File: src/rtl/shaper_coef_ctrl.sv
// shaper_coef_ctrl: runtime coefficient controller for the parallel IIR shaper bank.
// Host writes land in a shadow bank; a commit swaps the whole shadow bank into the
// active bank on the next sample strobe and then holds sect_clear for a flush window,
// so the shaper never runs a sample on a mix of old and new coefficients.
// Optional feature macro: SHAPER_COEF_READBACK_EN adds a registered readback port
// (rd_addr, rd_sel, rd_data) for the shadow or active bank.
module shaper_coef_ctrl #(
    parameter int COEF_W       = 16,
    parameter int N_SECT       = 6,
    parameter int FLUSH_CYCLES = 16
) (
    input  logic                           clock,
    input  logic                           reset,
    input  logic                           wr_valid,
    output logic                           wr_ready,
    input  logic [4:0]                     wr_addr,
    input  logic [COEF_W-1:0]              wr_data,
    input  logic                           commit_req,
    output logic                           commit_ack,
    input  logic                           sample_en,
    output logic [N_SECT*4*COEF_W-1:0]     coef_bus,
    output logic                           sect_clear,
    output logic                           busy,
    output logic                           addr_err
`ifdef SHAPER_COEF_READBACK_EN
    ,
    input  logic [4:0]                     rd_addr,
    input  logic                           rd_sel,
    output logic [COEF_W-1:0]              rd_data
`endif
);

    localparam int N_ENT = N_SECT * 4;
    localparam int IDX_W = (N_ENT > 1) ? $clog2(N_ENT) : 1;
    localparam int BUS_W = N_ENT * COEF_W;
    localparam int CNT_W = (FLUSH_CYCLES > 1) ? $clog2(FLUSH_CYCLES) : 1;

    typedef enum logic [1:0] {
        IDLE,
        WAIT_SAMPLE,
        SWAP,
        FLUSH
    } state_t;

    state_t               state_q, state_d;
    logic [COEF_W-1:0]    shadow_q [N_ENT];
    logic [COEF_W-1:0]    shadow_d [N_ENT];
    logic [BUS_W-1:0]     active_q, active_d;
    logic [CNT_W-1:0]     cnt_q, cnt_d;
    logic                 sect_clear_q, sect_clear_d;
    logic                 ack_q, ack_d;
    logic                 addr_err_q, addr_err_d;

    logic                 wr_fire;
    logic                 wr_legal;
    logic [IDX_W-1:0]     wr_idx;

    // Writes are only accepted while idle so a commit in flight sees a frozen shadow bank.
    assign wr_ready = (state_q == IDLE);
    assign busy     = (state_q != IDLE);
    assign wr_fire  = wr_valid && wr_ready;
    assign wr_legal = ({1'b0, wr_addr} < 6'(N_ENT));
    assign wr_idx   = wr_addr[IDX_W-1:0];

    assign coef_bus   = active_q;
    assign sect_clear = sect_clear_q;
    assign commit_ack = ack_q;
    assign addr_err   = addr_err_q;

    // Next-state logic: shadow writes, commit sequencing, bank swap and flush countdown.
    always_comb begin
        state_d      = state_q;
        shadow_d     = shadow_q;
        active_d     = active_q;
        cnt_d        = cnt_q;
        sect_clear_d = sect_clear_q;
        ack_d        = 1'b0;
        addr_err_d   = addr_err_q;

        if (wr_fire) begin
            if (wr_legal) begin
                shadow_d[wr_idx] = wr_data;
            end else begin
                addr_err_d = 1'b1;
            end
        end

        case (state_q)
            IDLE: begin
                if (commit_req) begin
                    state_d = WAIT_SAMPLE;
                end
            end
            WAIT_SAMPLE: begin
                if (sample_en) begin
                    state_d = SWAP;
                end
            end
            SWAP: begin
                for (int k = 0; k < N_ENT; k++) begin
                    active_d[k*COEF_W +: COEF_W] = shadow_q[k];
                end
                sect_clear_d = 1'b1;
                cnt_d        = CNT_W'(FLUSH_CYCLES - 1);
                state_d      = FLUSH;
            end
            FLUSH: begin
                if (cnt_q == '0) begin
                    sect_clear_d = 1'b0;
                    ack_d        = 1'b1;
                    state_d      = IDLE;
                end else begin
                    cnt_d = cnt_q - 1'b1;
                end
            end
            default: begin
                state_d = IDLE;
            end
        endcase
    end

    // State, both banks and all registered outputs; reset aborts any commit in flight.
    always_ff @(posedge clock or posedge reset) begin
        if (reset) begin
            state_q      <= IDLE;
            for (int k = 0; k < N_ENT; k++) begin
                shadow_q[k] <= '0;
            end
            active_q     <= '0;
            cnt_q        <= '0;
            sect_clear_q <= 1'b0;
            ack_q        <= 1'b0;
            addr_err_q   <= 1'b0;
        end else begin
            state_q      <= state_d;
            shadow_q     <= shadow_d;
            active_q     <= active_d;
            cnt_q        <= cnt_d;
            sect_clear_q <= sect_clear_d;
            ack_q        <= ack_d;
            addr_err_q   <= addr_err_d;
        end
    end

`ifdef SHAPER_COEF_READBACK_EN
    logic [COEF_W-1:0] rd_data_q, rd_data_d;
    logic              rd_legal;
    logic [IDX_W-1:0]  rd_idx;

    assign rd_legal = ({1'b0, rd_addr} < 6'(N_ENT));
    assign rd_idx   = rd_addr[IDX_W-1:0];
    assign rd_data  = rd_data_q;

    // Readback mux: selects shadow or active entry; out-of-range addresses read zero.
    always_comb begin
        rd_data_d = '0;
        if (rd_legal) begin
            if (rd_sel) begin
                rd_data_d = active_q[rd_idx*COEF_W +: COEF_W];
            end else begin
                rd_data_d = shadow_q[rd_idx];
            end
        end
    end

    // Readback register gives a one-cycle read latency.
    always_ff @(posedge clock or posedge reset) begin
        if (reset) begin
            rd_data_q <= '0;
        end else begin
            rd_data_q <= rd_data_d;
        end
    end
`endif

endmodule

File: config.mk
export PLATFORM = sky130hd
export DESIGN_NAME = shaper_coef_ctrl
export DESIGN_NICKNAME = d
export VERILOG_FILES = /design/src/rtl/shaper_coef_ctrl.sv
export SDC_FILE = /design/constraint.sdc
export NUM_CORES = 2
export LEC_CHECK = 0
export CORE_ASPECT_RATIO = 0.6
export CORE_UTILIZATION = 49
export CTS_BUF_LIST = sky130_fd_sc_hd__clkbuf_16
export DETAILED_ROUTE_END_ITERATION = 10
export PLACE_DENSITY = 0.76
export SYNTH_ARGS = -nofsm -noshare
export SYNTH_HDL_FRONTEND = slang
export SYNTH_SLANG_ARGS = --single-unit
File: constraint.sdc
create_clock -name clock -period 26.8 [get_ports clock]
set_input_delay 5.36 -clock clock [delete_from_list [all_inputs] [get_ports clock]]
set_output_delay 5.36 -clock clock [all_outputs]
set_load 0.05 [all_outputs]
==> summary.md <==
| Metric | Value |
|---|---|
| Run status | `complete, no violations` |
| TritonCTS clock tree | `built` |
| Hpwl dp | `44.24 mm` |
| CP required | `27400 ps` |
| Post-synthesis simple-gate area fraction | `0.01183` |
| Initial Util | `0.5015` |
| Worst Setup End Kind | `asynchronous set/reset pin` |
| Multi-input logic area | `9263 um^2` |
| Longest Clk Path Bufs | `3` |
| Minimum clock period after layout | `8653 ps` |
| DRT Pass-1 Iters | `7` |
| # port buffers | `414` |
| Drt via density | `5.459` |
| Placed insts | `2819` |
| Residual DRC count | `0` |
| Maxcap violations | `0` |
| Setup TNS | `0 ps` |
| Critical path class | `input port to asynchronous set/reset pin` |
| Initial antenna violation count | `6` |
| CTS H-tree depth | `3` |
| Post-route insts no fill | `2944` |
| Clock tree sinks | `777` |
| Worst min path class | `flip-flop to flip-flop` |
| Post-Layout Inst Area | `36040 um^2` |
| Hold slack | `477.3 ps` |
| RSZ-0062 raised after global routing | `no` |
| Tot GR Track Use | `0.2386` |
| Synth Area in Compound Gates | `0.001586` |
| Final GP Congestion | `0.7803` |
| Max-slew violation count | `0` |
| Clk Latency, worst-skew pair | `600 ps` |
| Sequential share of the synthesized area | `0.6663` |
| Detailed router's first-iteration violation count | `1006` |
| CP max FO | `83` |
| FF+latch count, synth | `777` |
| Hold Fails Final Rpt | `0` |
| Crit path arrival time | `9250 ps` |
| Core Area | `58200 um^2` |
| Fin nets | `2153` |
| VDD IR max | `58.99 uV` |
| Pwr/cell area | `100.6 nW/um^2` |
| Placed inst area | `33920 um^2` |
| Vias after detailed routing | `16071` |
| Row count | `68` |
| Cts bufs inserted | `70` |
| Syn avg cell area | `16.85 um^2` |
| Startpoint types | `input port` |
| Area grow syn2layout | `23.49%` |
| Layout cells sized above 1 | `0.4169` |
| Antenna viol nets, final | `0` |
| Post-Syn Nets | `1764` |
| Die Area | `60570 um^2` |
| Cell count after synthesis | `1732` |
| Synth Cell Area | `29180 um^2` |
| Number of global-route vias before repair | `16819` |
| Resized Gates After CTS | `0` |
| Die Wd | `317.1 um` |
| # setup viols final | `0` |
| Netlist cell types | `37` |
| Pin slew with the least headroom to its limit | `1245 ps` |
| Leakage power total | `17.51 nW` |
| GRT overflow | `0` |
| Wire per inst | `24.19 um` |
| Synth Area in Adders | `0.002572` |
| Post-layout util | `0.6193` |
| First-pass GRT wire length | `106.7 mm` |
| Filler cells | `4272` |
| Largest family of logic cells by synthesized area | `multiplexers` |
| Routed Wire Length | `71.22 mm` |
| Seq. cell area | `19440 um^2` |
| Largest net degree at the start of global routing | `188` |
| Tcrit/Tclk final | `0.3229` |
| Hold_buf cts | `0` |
| Achievable Freq | `0.1156 GHz` |
| Slew margin rel. | `0.1696` |
| Xor/xnor share of the synthesized area | `0` |
| Root buf cell | `clkbuf_16` |
| IO Count | `415` |
| Multiplexer share of the synthesized area | `0.3003` |
| Chip Height | `191.0 um` |
| Post-CTS Setup Repair Bufs | `0` |
| YS warnings | `0` |
| Setup Skew | `19.77 ps` |
| Worst-path clk slew | `60 ps` |
## critical path, cell delays in order
cell             delay [ps]
clkdlybuf4s50_1         440
clkinvlp_4              660
buf_4                   890
buf_4                   880
buf_4                   870
## synthesized netlist by cell type
library cell    n  area [um^2]
o21ai_0         1        5.000
buf_1           3        11.26
nand3b_1        3        22.52
nand3_1         2        10.01
nor4b_1         2        17.52
or3b_2          1        8.760
ha_1            6        75.07
and3b_1         1        8.760
and4bb_2        1        12.51
o221ai_1        1        8.760
clkbuf_1       74        277.8
buf_6           2        22.52
nor2_1         11        41.29
or4b_1          2        20.02
a222oi_1        1        10.01
nor2b_1         1        6.260
nand4b_1        4        35.03
and4b_1         3        30.03
nand2b_1        2        12.51
mux2_4         20        300.3
mux2i_1         3        30.03
or3b_1          1        8.760
nand2_1         8        30.03
nor4bb_1        1        10.01
nor2_2          3        18.77
nand4_1         3        18.77
nor3_2          1        10.01
a41o_1          1        10.01
nor2_4          1        11.26
nor3b_2         1        12.51
mux2_2        749         8434
inv_1           9        33.78
dfrtp_1       777        19440
a21oi_1         1        5.000
buf_2          28        140.1
buf_4           3        22.52
a211oi_1        1        7.510
## cell families after synthesis
kind of cell | after synthesis
multiplexers | 772
buffers and inverters | 119
AO/OA/AOI/OAI | 6
flip-flops | 777
AND/OR/NAND/NOR | 52
adder cells (fa/ha/maj) | 6
## final timing paths
path / from / end / slack, ps / cells after the start
max in group clock: state_q[0]$_DFFE_PP0P_ / wr_ready / 18720 / 3
setup reg to reg: state_q[0]$_DFFE_PP0P_ / coef_bus[122]$_DFFE_PP0P_ / 22770 / 5
setup / recovery: reset / coef_bus[326]$_DFFE_PP0P_ / 18150 / 5
hold / removal: addr_err$_DFFE_PP0P_ / addr_err$_DFFE_PP0P_ / 480 / 1
hold reg to reg: addr_err$_DFFE_PP0P_ / addr_err$_DFFE_PP0P_ / 480 / 1
min in group asynchronous: reset / coef_bus[294]$_DFFE_PP0P_ / 5320 / 2
## power by group
part | switching (mW) | total (mW) | internal (mW) | leakage [nW]
sequential | 0.133 | 1.55 | 1.41 | 10.6
clock | 0.425 | 0.945 | 0.520 | 1.08
combinational | 0.651 | 1.13 | 0.480 | 5.89
total | 1.21 | 3.62 | 2.41 | 17.5
## state kept, by name, summed over array words and instances (netlist names)
| signal | count |
|---|---|
| cnt_q | 4 |
| addr_err | 1 |
| state_q | 2 |
| shadow_q | 384 |
| commit_ack | 1 |
| sect_clear | 1 |
| coef_bus | 384 |
## per-stage QoR
stage	power, mW	setup WS, ps
after floorplan	2.351	10780
after global placement	2.662	17470
after detailed placement	2.701	17330
after CTS	3.656	18000
after global routing	3.776	17500
final	3.624	18150
## layer usage
metal,track usage,wire [um],share of wire
met2,0.3655,33000,0.46
met1,0.3509,33440,0.47
met4,0.06768,1662,0.023
met5,0,0,0
met3,0.04187,3112,0.044
## cell type report
type                    instances  area share
flip-flops and latches        777      0.5395
multi-input cells             836      0.2570
repair buffers                427      0.1168
clock buffers                  71     0.04930
well taps                     770     0.02673
clock inverters                46    0.009027
inverters                       9    0.001042
diodes                          8   0.0005555
## placed cells by master, fill, tap and decap left out, drive strengths merged
| cell type | count |
|---|---|
| a211oi | 1 |
| a21oi | 1 |
| a222oi | 1 |
| a41o | 1 |
| and3b | 1 |
| and4b | 3 |
| and4bb | 1 |
| buf | 27 |
| bufinv | 4 |
| clkbuf | 71 |
| clkdlybuf4s50 | 400 |
| clkinv | 26 |
| clkinvlp | 1 |
| dfrtp | 777 |
| diode | 8 |
| ha | 6 |
| inv | 24 |
| mux2 | 769 |
| mux2i | 3 |
| nand2 | 8 |
| nand2b | 2 |
| nand3 | 2 |
| nand3b | 3 |
| nand4 | 3 |
| nand4b | 4 |
| nor2 | 15 |
| nor2b | 1 |
| nor3 | 1 |
| nor3b | 1 |
| nor4b | 2 |
| nor4bb | 1 |
| o21ai | 1 |
| o221ai | 1 |
| or3b | 2 |
| or4b | 2 |
Power figures use the tool's default switching activity.
